===== src/rtl/reset_sequencer.sv =====
// Power-on reset sequencer: holds clock generators, waits for lock and a slow-domain
// alignment edge, then releases NUM_DOMAINS resets in order. RESET_SEQ_RELOCK_EN enables re-sequencing on lock loss.
module reset_sequencer #(
    parameter int NUM_DOMAINS = 2,
    parameter int CNT_WIDTH   = 8,
    parameter int CLKGEN_HOLD = 16,
    parameter int FIRST_DELAY = 64,
    parameter int RELEASE_GAP = 16
) (
    input  logic                   clk,
    input  logic                   reset,
    input  logic [NUM_DOMAINS-1:0] locked,
    input  logic                   sync_ready,
    output logic                   reset_clkgen,
    output logic [NUM_DOMAINS-1:0] reset_domain,
    output logic                   running
);

    localparam int IDX_W = (NUM_DOMAINS > 1) ? $clog2(NUM_DOMAINS) : 1;
    localparam logic [CNT_WIDTH-1:0] HOLD_LAST  = CNT_WIDTH'(CLKGEN_HOLD - 1);
    localparam logic [CNT_WIDTH-1:0] FIRST_LAST = CNT_WIDTH'(FIRST_DELAY - 1);
    localparam logic [CNT_WIDTH-1:0] GAP_LAST   = CNT_WIDTH'(RELEASE_GAP - 1);
    localparam logic [IDX_W-1:0]     LAST_IDX   = IDX_W'(NUM_DOMAINS - 1);

    typedef enum logic [5:0] {
        HOLD_CLKGEN = 6'b000001,
        WAIT_LOCKED = 6'b000010,
        WAIT_READY  = 6'b000100,
        COUNT_FIRST = 6'b001000,
        COUNT_GAP   = 6'b010000,
        RUNNING     = 6'b100000
    } state_t;

    // Held as a plain vector so any corrupted encoding is representable and recoverable.
    logic [5:0]             state;
    state_t                 state_nx;
    logic [CNT_WIDTH-1:0]   cnt, cnt_nx;
    logic [IDX_W-1:0]       idx, idx_nx;
    logic                   clkgen_nx, run_nx;
    logic [NUM_DOMAINS-1:0] dom_nx;
    logic                   lock_lost;

`ifdef RESET_SEQ_RELOCK_EN
    assign lock_lost = ~&locked;
`else
    assign lock_lost = 1'b0;
`endif

    always_ff @(posedge clk or posedge reset) begin
        if (reset) begin
            state        <= HOLD_CLKGEN;
            cnt          <= '0;
            idx          <= '0;
            reset_clkgen <= 1'b1;
            reset_domain <= '1;
            running      <= 1'b0;
        end else begin
            state        <= state_nx;
            cnt          <= cnt_nx;
            idx          <= idx_nx;
            reset_clkgen <= clkgen_nx;
            reset_domain <= dom_nx;
            running      <= run_nx;
        end
    end

    always_comb begin
        state_nx  = state_t'(state);
        cnt_nx    = cnt;
        idx_nx    = idx;
        clkgen_nx = reset_clkgen;
        dom_nx    = reset_domain;
        run_nx    = running;
        case (state)
            HOLD_CLKGEN: begin
                cnt_nx = cnt + 1'b1;
                if (cnt == HOLD_LAST) begin
                    cnt_nx    = '0;
                    clkgen_nx = 1'b0;
                    state_nx  = WAIT_LOCKED;
                end
            end
            WAIT_LOCKED: if (&locked) state_nx = WAIT_READY;
            WAIT_READY: if (sync_ready) begin
                cnt_nx   = '0;
                state_nx = COUNT_FIRST;
            end
            COUNT_FIRST: begin
                cnt_nx = cnt + 1'b1;
                if (cnt == FIRST_LAST) begin
                    cnt_nx    = '0;
                    dom_nx[0] = 1'b0;
                    if (NUM_DOMAINS == 1) begin
                        run_nx   = 1'b1;
                        state_nx = RUNNING;
                    end else begin
                        idx_nx   = IDX_W'(1);
                        state_nx = COUNT_GAP;
                    end
                end
            end
            COUNT_GAP: begin
                cnt_nx = cnt + 1'b1;
                if (cnt == GAP_LAST) begin
                    cnt_nx      = '0;
                    dom_nx[idx] = 1'b0;
                    if (idx == LAST_IDX) begin
                        run_nx   = 1'b1;
                        state_nx = RUNNING;
                    end else begin
                        idx_nx = idx + 1'b1;
                    end
                end
            end
            RUNNING: ;
            default: begin
                state_nx  = HOLD_CLKGEN;
                cnt_nx    = '0;
                idx_nx    = '0;
                clkgen_nx = 1'b1;
                dom_nx    = '1;
                run_nx    = 1'b0;
            end
        endcase
        // Lock loss after sync restarts from WAIT_LOCKED with clock generators left running.
        if (lock_lost && (state == COUNT_FIRST || state == COUNT_GAP || state == RUNNING)) begin
            state_nx  = WAIT_LOCKED;
            cnt_nx    = '0;
            idx_nx    = '0;
            clkgen_nx = 1'b0;
            dom_nx    = '1;
            run_nx    = 1'b0;
        end
    end

endmodule


===== config.mk =====
export PLATFORM = sky130hd
export DESIGN_NAME = reset_sequencer
export DESIGN_NICKNAME = d
export VERILOG_FILES = /design/src/rtl/reset_sequencer.sv
export SDC_FILE = /design/constraint.sdc
export NUM_CORES = 1
export LEC_CHECK = 0
export CORE_MARGIN = 2
export CORE_UTILIZATION = 51
export CTS_CLUSTER_SIZE = 8
export DETAILED_ROUTE_END_ITERATION = 6
export PLACE_DENSITY = 0.74
export SLEW_MARGIN = 20
export SYNTH_ARGS = -nofsm -noshare
export SYNTH_HDL_FRONTEND = slang
export SYNTH_SLANG_ARGS = --single-unit

===== constraint.sdc =====
create_clock -name clk -period 1.9 [get_ports clk]
set_input_delay 0.475 -clock clk [delete_from_list [all_inputs] [get_ports clk]]
set_output_delay 0.475 -clock clk [all_outputs]
set_load 0.005 [all_outputs]

Word level (Yosys, flattened, before mapping). Index checks and enable logic that the tools add are counted.

Flip-flop bits (word level): 19. Bits in latches: 0. Memory bits (writable): 0. Bits in read-only memories: 0. Output and inout bits: 4. Memories: 0.

$add $sub $neg: 2. Multiply operators: 0. Div/mod/pow operators: 0. $lt $le $gt $ge: 2. Equal/unequal tests: 14. Shift-type cells: 0. Mux-type cells: 26. Bitwise operators: 7. Reductions and logical operators: 13.

Operators by type and width (count): $mux W6 (6); $pmux W6 S6 (1); $pmux W8 S4 (1); $mux W8 (3); $ne A2 B2 Y1 const B (6); $reduce_or A5 Y1 (2); $add A8 B1 Y8 const B (1); $eq A8 B4 Y1 const B (1); $eq A8 B6 Y1 const B (1); $mux W1 (8); $reduce_and A2 Y1 (4); $reduce_and A7 Y1 (1); $eq A6 B1 Y1 const B (1); $eq A6 B2 Y1 const B (1); $eq A6 B3 Y1 const B (1); $eq A6 B4 Y1 const B (1); $eq A6 B5 Y1 const B (1); $eq A6 B6 Y1 const B (1); $pmux W1 S2 (3); $pmux W1 S3 (2); $reduce_and A3 Y1 (2); $not A1 Y1 (5); $reduce_or A2 Y1 (2); $reduce_or A4 Y1 (1); 8 further kinds (8).

Longest topological paths before layout. Gate-level depths: netlist of the first run.

Depth after elaboration: 8. Mapped depth: 7. Gate-level depth less buffers: 6.

Worst setup path before layout of the first run. OpenSTA, ideal clock, no wires.

Path type: reg-to-reg. Start: register state[1]. End: register state[4]. Library setup time: 0.127 ns. Data arrival time: 1.885 ns. Slack: -0.113 ns. Stages on the path, launching flop included: 6. Path buffers: 0. Clock period less this slack: 2.013 ns. Cells stage by stage: dfrtp_1 -> or4_4 -> or2_4 -> a221oi_4 -> or3_4 -> mux2_1.

Longest elaborated chain between the ends: 3.

RTL lines: from (decl) (RTL line 35) `logic [5:0] state;`; from (signal assigned) (RTL line 58) `state <= state_nx;`; $eq A6 B2 Y1, or another cell as far along (RTL line 74) `case (state)`; $ne A2 B2 Y1 (no source line) or $not A1 Y1 (tied branches); $reduce_and A7 Y1 (no source line).

Parallel ways exist; a longest one is shown, timed or not. A chain may end at the register's enable or synchronous reset.

Worst setup path after layout of the first run.
Start: register state[5]. End: register state[4].

Same word-level chain as after synthesis.

==> flow_metrics.env, run 1 <==
export IMPL_reg2reg_from="state[5]$_DFFE_PP0P_"
export IMPL_fin_crit_sh_pct=106.6
export IMPL_root_buffer="clkbuf_4"
export IMPL_relSlewSlack_pct=73.40
export IMPL_io_buffers=8
export IMPL_status="finished, violations left"
export IMPL_syn_area_per_cell_um2=8.924
export IMPL_drv_cap=0
export IMPL_met1Wirelength_mm=1.336
export IMPL_cts_clk_slew_worst_paths_ns=0.11
export IMPL_synthMuxAreaShare_pct=1.856
export IMPL_syn_num_nets=142
export IMPL_die_area_um2=2786
export IMPL_dr_first_iter_drc_count=24
export IMPL_start_util_pct=54.34
export IMPL_ys_ff_latch=19
export IMPL_fin_cells=189
export IMPL_totalWireLength_mm=2.724
export IMPL_core_area_um2=2233
export IMPL_top_layer="met4"
export IMPL_track_usage_pct=21.95
export IMPL_hold_viol_final=0
export IMPL_r2r_end="state[4]$_DFFE_PP0P_"
export IMPL_antenna_found_initial=0
export IMPL_synth_compound_area_share_pct=22.78
export IMPL_grt_pass1_wl_mm=4.526
export IMPL_gp_congestion=0.8574
export IMPL_timing_fmax_ghz=0.4937
export IMPL_ys_async_sr_fraction_pct=100.0
export IMPL_synth_top_family_by_area="simple AND/OR/NAND/NOR gates"
export IMPL_skew_ns=0.007082
export IMPL_setup_viol_count_final=6
export IMPL_slowest_stage="or4_4"
export IMPL_worst_pin_slew_ns=0.3986
export IMPL_grt_max_degree=15
export IMPL_synth_ff_type="dfrtp_1"
export IMPL_h_tree_depth=1
export IMPL_required_ns=2.09
export IMPL_startpoint_type="flop"
export IMPL_setup_ws_ns=-0.1254
export IMPL_place_hpwl_mm=2.016
export IMPL_crit_start="state[5]$_DFFE_PP0P_"
export IMPL_clk_latency_ns=0.30
export IMPL_grt_overflow_total=0
export IMPL_ff2ff_setup_slack_ns=-0.13
export IMPL_synth_cell_types=45
export IMPL_worst_path_max_fanout=4
export IMPL_num_antenna_cells=0
export IMPL_grt_setup_unrepaired="true"
export IMPL_grt_pass1_vias=976
export IMPL_cpPeakStageDelay_ns=0.53
export IMPL_holdCritPathClass="in2async"
export IMPL_ys_warn_count=0
export IMPL_fin_crit_ns=2.025
export IMPL_path_class="reg2reg"
export IMPL_synth_edf_count=0
export IMPL_maxSlewViolCount=0
export IMPL_final_cell_mix="buf_4 (19), dfrtp_1 (15), nand2_1 (14), o21ai_0 (10), nor2_1 (9)"
export IMPL_clockBufferDepth=2
export IMPL_final_common_cell="buf_4"
export IMPL_arrival_ns=2.21
export IMPL_cp_cell_sequence="or4_4 -> or2_4 -> a221oi_4 -> or3_4 -> mux2_4"
export IMPL_rows=17
export IMPL_crit_path_end_kind="flop"
export IMPL_worst_r2r_path_depth=5
export IMPL_num_vias=1113
export IMPL_ys_seq_area_share_pct=39.59
export IMPL_power_density_nw_per_um2=999.5
export IMPL_cts_tree="done"
export IMPL_post_route_util_pct=67.06
export IMPL_numCtsBuffers=3
export IMPL_violations="negative setup slack"
export IMPL_drive_above_1_share_pct=26.71
export IMPL_postSynthCellCount=136
export IMPL_wl_met3_um=55
export IMPL_synth_adder_area_share_pct=1.031
export IMPL_die_h_um=52.78
export IMPL_peakVddDrop_v=0.0006389
export IMPL_place_inst=184
export IMPL_cts_hold_fix_buffers=0
export IMPL_synthSimpleGateAreaFrac_pct=26.49
export IMPL_wl_per_cell_um=14.41
export IMPL_chipWidth_um=52.78
export IMPL_cts_sinks=19
export IMPL_antenna_left=0
export IMPL_crit_end="state[4]$_DFFE_PP0P_"
export IMPL_leakagePower_uw=0.0006435
export IMPL_pin_count=9
export IMPL_area_growth_pct=23.40
export IMPL_nets=168
export IMPL_synth_xor_area_share_pct=3.608
export IMPL_route_detailed_drc=0
export IMPL_wl_met2_mm=1.300
export IMPL_first_pass_iters=4
export IMPL_routed_via_density=5.889
export IMPL_syn_area_um2=1214
==> kinds of logic (layout without fill, tap and decap cells) <==
logic type,after synthesis,in the layout
buffers and inverters,13,38
DFF,19,19
and+or+nand+nor,58,58
AOI/OAI and AO/OA,38,38
adders and majority gates,1,1
xor gates and xnor gates,5,5
muxes,2,2
==> cell type report <==
type / instances / area, um2
Multi-Input combinational cell: 104 / 698.2
Tap cell: 28 / 35.03
Clock inverter: 1 / 5.005
Timing Repair Buffer: 28 / 234.0
Fill cell: 184 / 735.7
Clock buffer: 3 / 22.52
Sequential cell: 19 / 480.5
Inverter: 6 / 22.52
==> flip-flops by register name, summed over array words and instances, names as in the netlist <==
register      flops
reset_domain      2
state             6
idx               1
reset_clkgen      1
cnt               8
running           1
==> synthesized netlist by cell type, types with 2 or more instances <==
| cell | n | area, um2 |
|---|---|---|
| nand2b_1 | 2 | 12.51 |
| o22ai_1 | 2 | 12.51 |
| o21ai_0 | 12 | 60.06 |
| dfstp_2 | 4 | 105.1 |
| nand2_1 | 14 | 52.55 |
| nor3_1 | 3 | 15.01 |
| a311oi_1 | 2 | 17.52 |
| o31ai_1 | 2 | 15.01 |
| or2_2 | 3 | 18.77 |
| and2_1 | 4 | 25.02 |
| nand4_1 | 3 | 18.77 |
| buf_2 | 6 | 30.03 |
| a21o_1 | 2 | 15.01 |
| nand4b_1 | 2 | 17.52 |
| o211ai_1 | 2 | 15.01 |
| inv_1 | 6 | 22.52 |
| xor2_1 | 4 | 35.03 |
| nor4b_1 | 2 | 17.52 |
| nor2_1 | 10 | 37.54 |
| and3_1 | 2 | 12.51 |
| nand3_1 | 5 | 25.02 |
| dfrtp_1 | 15 | 375.4 |
| a21oi_1 | 4 | 20.02 |
| a22o_1 | 4 | 35.03 |
==> where the power goes <==
part	internal (uW)	switching, uW	total [uW]
logic	373	394	767
registers	481	43.6	524
clock network	78.3	127	206
==> critical path: cells and delay by family, from the launching register on <==
kind               cells  cell delay [ns]
AOI/OAI and AO/OA      1             0.23
and+or+nand+nor        3             0.99
muxes                  1             0.29
DFF                    1             0.40
==> through the flow <==
step | setup slack [ns] | setup TNS [ns] | instance area [um2] | hold WS, ns | power (uW)
2_1_floorplan | -0.09123 | -0.09123 | 1217 | 0.4232 | 1010
3_3_place_gp | -0.08853 | -0.2566 | 1441 | 0.4688 | 1243
3_5_place_dp | -0.1256 | -0.4914 | 1441 | 0.4714 | 1265
4_1_cts | -0.1236 | -0.3976 | 1469 | 0.4530 | 1475
5_1_grt | -0.1706 | -0.9994 | 1498 | 0.4981 | 1600
6_report | -0.1254 | -0.4260 | 1498 | 0.4444 | 1497
==> worst min path at each step <==
stage	from	to	slack, ns	cells past startpoint
finish	reset	state[3]$_DFFE_PP0P_	0.44	2
global route	reset	running$_DFFE_PP0P_	0.50	2
CTS	reset	state[3]$_DFFE_PP0P_	0.45	2
detailed placement	reset_domain[0]$_DFFE_PP1P_	reset_domain[0]$_DFFE_PP1P_	0.47	2
global placement	reset_domain[0]$_DFFE_PP1P_	reset_domain[0]$_DFFE_PP1P_	0.47	2
floorplan	reset	cnt[0]$_DFFE_PP0P_	0.42	1
==> per-layer routing <==
metal | GRT usage (%) | vias up
li1 | - | 552
met1 | 30.84 | 540
met2 | 35.42 | 17
met3 | 1.714 | 4
met4 | 7.692 | 0
met5 | 0 | -
==> repair_timing <==
item	CTS	global route
endpoints found under the setup margin	7	12
gates resized for setup	1	6
buffers inserted	0	1
pin swaps	4	3
No activity file was read; power rests on OpenSTA's default activity.
==> inputs of run 2 (changes only) <==
- clock period: 1.9 -> 1.7 ns (I/O delays scaled with it)
==> run 2 against run 1 <==
Effect of this change: the flow still finishes with violations (negative setup slack); via count rose by 13%; clock skew fell by 0.0036 ns; clock power rose by 14%; final cell count rose by 11%; final area grew 14%; critical endpoint unchanged; largest cell class unchanged.
==> flow_metrics.env, run 2 (synthesized netlist as in run 1, its figures left out) <==
export IMPL_ff2ff_setup_slack_ns=-0.33
export IMPL_first_pass_iters=4
export IMPL_place_inst=200
export IMPL_post_route_util_pct=76.47
export IMPL_cts_clk_slew_worst_paths_ns=0.11
export IMPL_relSlewSlack_pct=73.87
export IMPL_final_cell_mix="buf_4 (39), dfrtp_1 (15), nand2_1 (14), nor2_1 (8), o21ai_0 (7)"
export IMPL_dp_slack_ns=-0.3450
export IMPL_pin_count=9
export IMPL_fin_crit_sh_pct=119.1
export IMPL_violations="negative setup slack"
export IMPL_numCtsBuffers=3
export IMPL_start_util_pct=54.34
export IMPL_startpoint_type="flop"
export IMPL_path_class="reg2reg"
export IMPL_largest_register_ffs=8
export IMPL_top_regs="cnt (8), state (6), reset_domain (2)"
export IMPL_timing_fmax_ghz=0.4938
export IMPL_clockBufferDepth=2
export IMPL_final_seq_area_um2=480.5
export IMPL_nets=188
export IMPL_crit_path_end_kind="flop"
export IMPL_worst_r2r_path_depth=5
export IMPL_drive_above_1_share_pct=39.78
export IMPL_peakVddDrop_v=0.0007054
export IMPL_gp_congestion=0.8599
export IMPL_reg2reg_from="state[5]$_DFFE_PP0P_"
export IMPL_required_ns=1.90
export IMPL_multi_input_area_um2=762.0
export IMPL_leakagePower_uw=0.0007546
export IMPL_place_hpwl_mm=2.355
export IMPL_h_tree_depth=1
export IMPL_arrival_ns=2.22
export IMPL_drv_cap=0
export IMPL_hold_viol_final=0
export IMPL_power_density_nw_per_um2=1089
export IMPL_maxSlewViolCount=0
export IMPL_dr_first_iter_drc_count=58
export IMPL_num_antenna_cells=0
export IMPL_core_area_um2=2233
export IMPL_worst_pin_slew_ns=0.3915
export IMPL_rows=17
export IMPL_track_usage_pct=27.27
export IMPL_setup_viol_count_final=18
export IMPL_slowest_stage="or4_4"
export IMPL_clk_latency_ns=0.30
export IMPL_setup_tns_ns=-3.297
export IMPL_cts_sinks=19
export IMPL_antenna_left=0
export IMPL_chipWidth_um=52.78
export IMPL_grt_pass1_wl_mm=5.485
export IMPL_wl_per_cell_um=16.85
export IMPL_p_total_uw=1861
export IMPL_die_area_um2=2786
export IMPL_io_buffers=8
export IMPL_grt_overflow_total=0
export IMPL_cpPeakStageDelay_ns=0.53
export IMPL_antenna_found_initial=0
export IMPL_status="finished, violations left"
export IMPL_num_vias=1260
export IMPL_grt_max_degree=13
export IMPL_fin_cells=209
export IMPL_nFillCells=160
export IMPL_cts_tree="done"
export IMPL_final_common_cell="buf_4"
export IMPL_totalWireLength_mm=3.521
export IMPL_r2r_end="state[4]$_DFFE_PP0P_"
export IMPL_setup_ws_ns=-0.3250
export IMPL_grt_setup_unrepaired="true"
export IMPL_routed_via_density=6.029
export IMPL_holdCritPathClass="in2async"
export IMPL_largest_register="cnt"
export IMPL_die_h_um=52.78
export IMPL_worst_path_max_fanout=2
export IMPL_cp_cell_sequence="or4_4 -> or2_4 -> a221oi_4 -> or3_4 -> mux2_4"
export IMPL_fin_crit_ns=2.025
export IMPL_skew_ns=0.003454
export IMPL_route_detailed_drc=0
export IMPL_grt_pass1_vias=1230
export IMPL_area_growth_pct=40.72
export IMPL_root_buffer="clkbuf_4"
## run 2: per-layer routing
metal | GRT usage [%] | vias to the layer above | part of all wire [%]
met3 | 2.286 | 11 | 2.9
li1 | - | 593 | -
met2 | 47.71 | 35 | 53
met5 | 0 | - | 0
met4 | 12.39 | 0 | 2.3
met1 | 33.76 | 621 | 42
## run 2: critical path: cells and delay by family, from the launching register on
family             cells  cell delay [ns]
DFF                    1             0.39
and+or+nand+nor        3             0.97
AOI/OAI and AO/OA      1             0.26
muxes                  1             0.29
## run 2: timing repair
| action | CTS | global route |
|---|---|---|
| pin swaps | 13 | 3 |
| buffers inserted | 4 | 2 |
| hold buffers | 0 | 0 |
| gates resized for setup | 20 | 9 |
| endpoints found under the setup margin | 20 | 18 |
| endpoints found under the hold margin | 0 | 0 |
## run 2: cell type report
type | instances | share of cell area (%)
well taps | 28 | 2.051
clock inverters | 1 | 0.2930
clock buffers | 3 | 1.319
multi-input cells | 104 | 44.62
flip-flops and latches | 19 | 28.13
repair buffers | 48 | 22.27
inverters | 6 | 1.319
## run 2: power by group
part | internal [uW] | leakage (uW) | switching [uW]
Clock | 87.8 | 0.0000177 | 146
Sequential | 537 | 0.000248 | 42.9
Combinational | 526 | 0.000489 | 520
## run 2: how the worst max path moves through the flow
| stage | start | end | slack (ns) | depth (start not counted) |
|---|---|---|---|---|
| floorplan | state[5]$_DFFE_PP0P_ | state[4]$_DFFE_PP0P_ | -0.29 | 5 |
| global placement | state[0]$_DFFE_PP1P_ | state[1]$_DFFE_PP0P_ | -0.27 | 6 |
| detailed placement | state[1]$_DFFE_PP0P_ | state[4]$_DFFE_PP0P_ | -0.35 | 6 |
| CTS | state[5]$_DFFE_PP0P_ | state[4]$_DFFE_PP0P_ | -0.30 | 5 |
| global route | state[5]$_DFFE_PP0P_ | state[4]$_DFFE_PP0P_ | -0.36 | 5 |
| finish | state[5]$_DFFE_PP0P_ | state[4]$_DFFE_PP0P_ | -0.33 | 5 |
## run 2: through the flow
| step | hold slack, ns | instance area, um2 |
|---|---|---|
| 6_report | 0.3841 | 1708 |
| 5_1_grt | 0.4399 | 1708 |
| 4_1_cts | 0.3891 | 1669 |
| 3_5_place_dp | 0.4775 | 1562 |
| 3_3_place_gp | 0.4634 | 1562 |
| 2_1_floorplan | 0.3732 | 1217 |
==> inputs of run 3 (changes only) <==
- PLACE_DENSITY: 0.74 -> 0.81
==> run 3 against run 2 <==
Effect of this change: the flow still finishes with violations (negative setup slack); first-iteration DRC count is 62% lower; die area stayed put; wire length is 0.31% lower; largest power group unchanged.
==> flow_metrics.env, run 3 (synthesized netlist as in run 1, its figures left out) <==
export IMPL_fin_crit_sh_pct=117.4
export IMPL_numCtsBuffers=3
export IMPL_relSlewSlack_pct=75.57
export IMPL_pin_count=9
export IMPL_nets=190
export IMPL_core_area_um2=2233
export IMPL_timing_fmax_ghz=0.5009
export IMPL_place_hpwl_mm=2.395
export IMPL_cts_tree="done"
export IMPL_final_common_cell="buf_4"
export IMPL_start_util_pct=54.34
export IMPL_route_detailed_drc=0
export IMPL_track_usage_pct=27.77
export IMPL_final_cell_mix="buf_4 (39), dfrtp_1 (15), nand2_1 (13), nor2_1 (8)"
export IMPL_root_buffer="clkbuf_4"
export IMPL_drv_cap=0
export IMPL_largest_register_ffs=8
export IMPL_hold_viol_final=0
export IMPL_io_buffers=8
export IMPL_path_class="reg2reg"
export IMPL_h_tree_depth=1
export IMPL_gp_congestion=0.9304
export IMPL_dp_slack_ns=-0.2862
export IMPL_required_ns=1.89
export IMPL_nFillCells=149
export IMPL_antenna_found_initial=0
export IMPL_arrival_ns=2.19
export IMPL_grt_overflow_total=0
export IMPL_num_antenna_cells=0
export IMPL_totalWireLength_mm=3.510
export IMPL_first_pass_iters=4
export IMPL_setup_ws_ns=-0.2964
export IMPL_power_density_nw_per_um2=1076
export IMPL_grt_max_degree=13
export IMPL_worst_pin_slew_ns=0.3661
export IMPL_dr_first_iter_drc_count=22
export IMPL_routed_via_density=5.806
export IMPL_p_total_uw=1883
export IMPL_largest_register="cnt"
export IMPL_maxSlewViolCount=0
export IMPL_clockBufferDepth=2
export IMPL_setup_viol_count_final=17
export IMPL_die_area_um2=2786
export IMPL_num_vias=1225
export IMPL_clk_latency_ns=0.29
export IMPL_grt_pass1_vias=1244
export IMPL_crit_path_end_kind="flop"
export IMPL_peakVddDrop_v=0.0008690
export IMPL_fin_crit_ns=1.996
export IMPL_holdCritPathClass="in2async"
export IMPL_area_growth_pct=44.23
export IMPL_cts_sinks=19
export IMPL_violations="negative setup slack"
export IMPL_rows=17
export IMPL_status="finished, violations left"
export IMPL_drive_above_1_share_pct=42.08
export IMPL_grt_pass1_wl_mm=5.499
export IMPL_skew_ns=0.002069
export IMPL_wl_per_cell_um=16.64
export IMPL_grt_setup_unrepaired="true"
export IMPL_worst_path_max_fanout=2
export IMPL_antenna_left=0
export IMPL_startpoint_type="flop"
export IMPL_leakagePower_uw=0.0007585
export IMPL_top_regs="cnt (8), state (6), reset_domain (2)"
export IMPL_chipWidth_um=52.78
export IMPL_cts_clk_slew_worst_paths_ns=0.11
export IMPL_die_h_um=52.78
export IMPL_setup_tns_ns=-3.089
-- run 3: timing repair --
action | 4_1_cts | 5_1_grt
setup endpoints to repair | 20 | 18
pin swaps | 17 | 1
gates resized for setup | 24 | 10
setup buffers | 7 | 0
hold buffers | 0 | 0
-- run 3: layout make-up --
class | count | area [um2] | area share (%)
Clock buffer | 3 | 22.52 | 1.287
Clock inverter | 1 | 5.005 | 0.2859
Inverter | 6 | 22.52 | 1.287
Multi-Input combinational cell | 104 | 778.2 | 44.46
Sequential cell | 19 | 480.5 | 27.45
Tap cell | 28 | 35.03 | 2.001
Timing Repair Buffer | 50 | 406.6 | 23.23
-- run 3: per-stage QoR --
| stage | utilization (%) | cells | area, um2 | hold slack [ns] |
|---|---|---|---|---|
| floorplan | - | 136 | 1217 | 0.3732 |
| global placement | 70.25 | 201 | 1569 | 0.4612 |
| detailed placement | 70.25 | 201 | 1569 | 0.4728 |
| CTS | 76.97 | 211 | 1719 | 0.3889 |
| global route | 78.38 | 211 | 1750 | 0.3939 |
| finish | 78.38 | 211 | 1750 | 0.3806 |
-- run 3: worst max-delay path, stage by stage (launching register included) --
cell      delay [ns]
dfstp_2         0.39
or4_4           0.53
or2_4           0.28
a221oi_4        0.23
or3_4           0.17
mux2_4          0.29
-- run 3: layer usage --
metal	up-vias	track usage, %	part of all wire, %
li1	593	-	-
met1	589	31.05	42
met2	35	50.21	53
met3	8	4.000	3.2
met4	0	14.53	2.0
met5	-	0	0
-- run 3: path summary, 6_finish.rpt --
kind,from,end,slack [ns],cells past startpoint
hold reg to reg,reset_domain[0]$_DFFE_PP1P_,reset_domain[0]$_DFFE_PP1P_,0.49,2
setup reg to reg,state[0]$_DFFE_PP1P_,state[4]$_DFFE_PP0P_,-0.30,5
min in group clk,reset_domain[0]$_DFFE_PP1P_,reset_domain[0]$_DFFE_PP1P_,0.49,2
hold / removal,reset,state[1]$_DFFE_PP0P_,0.38,2
max in group asynchronous,reset,cnt[6]$_DFFE_PP0P_,0.85,3
setup / recovery,state[0]$_DFFE_PP1P_,state[4]$_DFFE_PP0P_,-0.30,5
-- run 3: report_power, final --
| part | leakage (uW) | switching (uW) | internal, uW |
|---|---|---|---|
| clock | 0.0000177 | 146 | 87.5 |
| combinational | 0.000493 | 546 | 516 |
| sequential | 0.000248 | 49.5 | 538 |
| total | 0.000759 | 741 | 1140 |
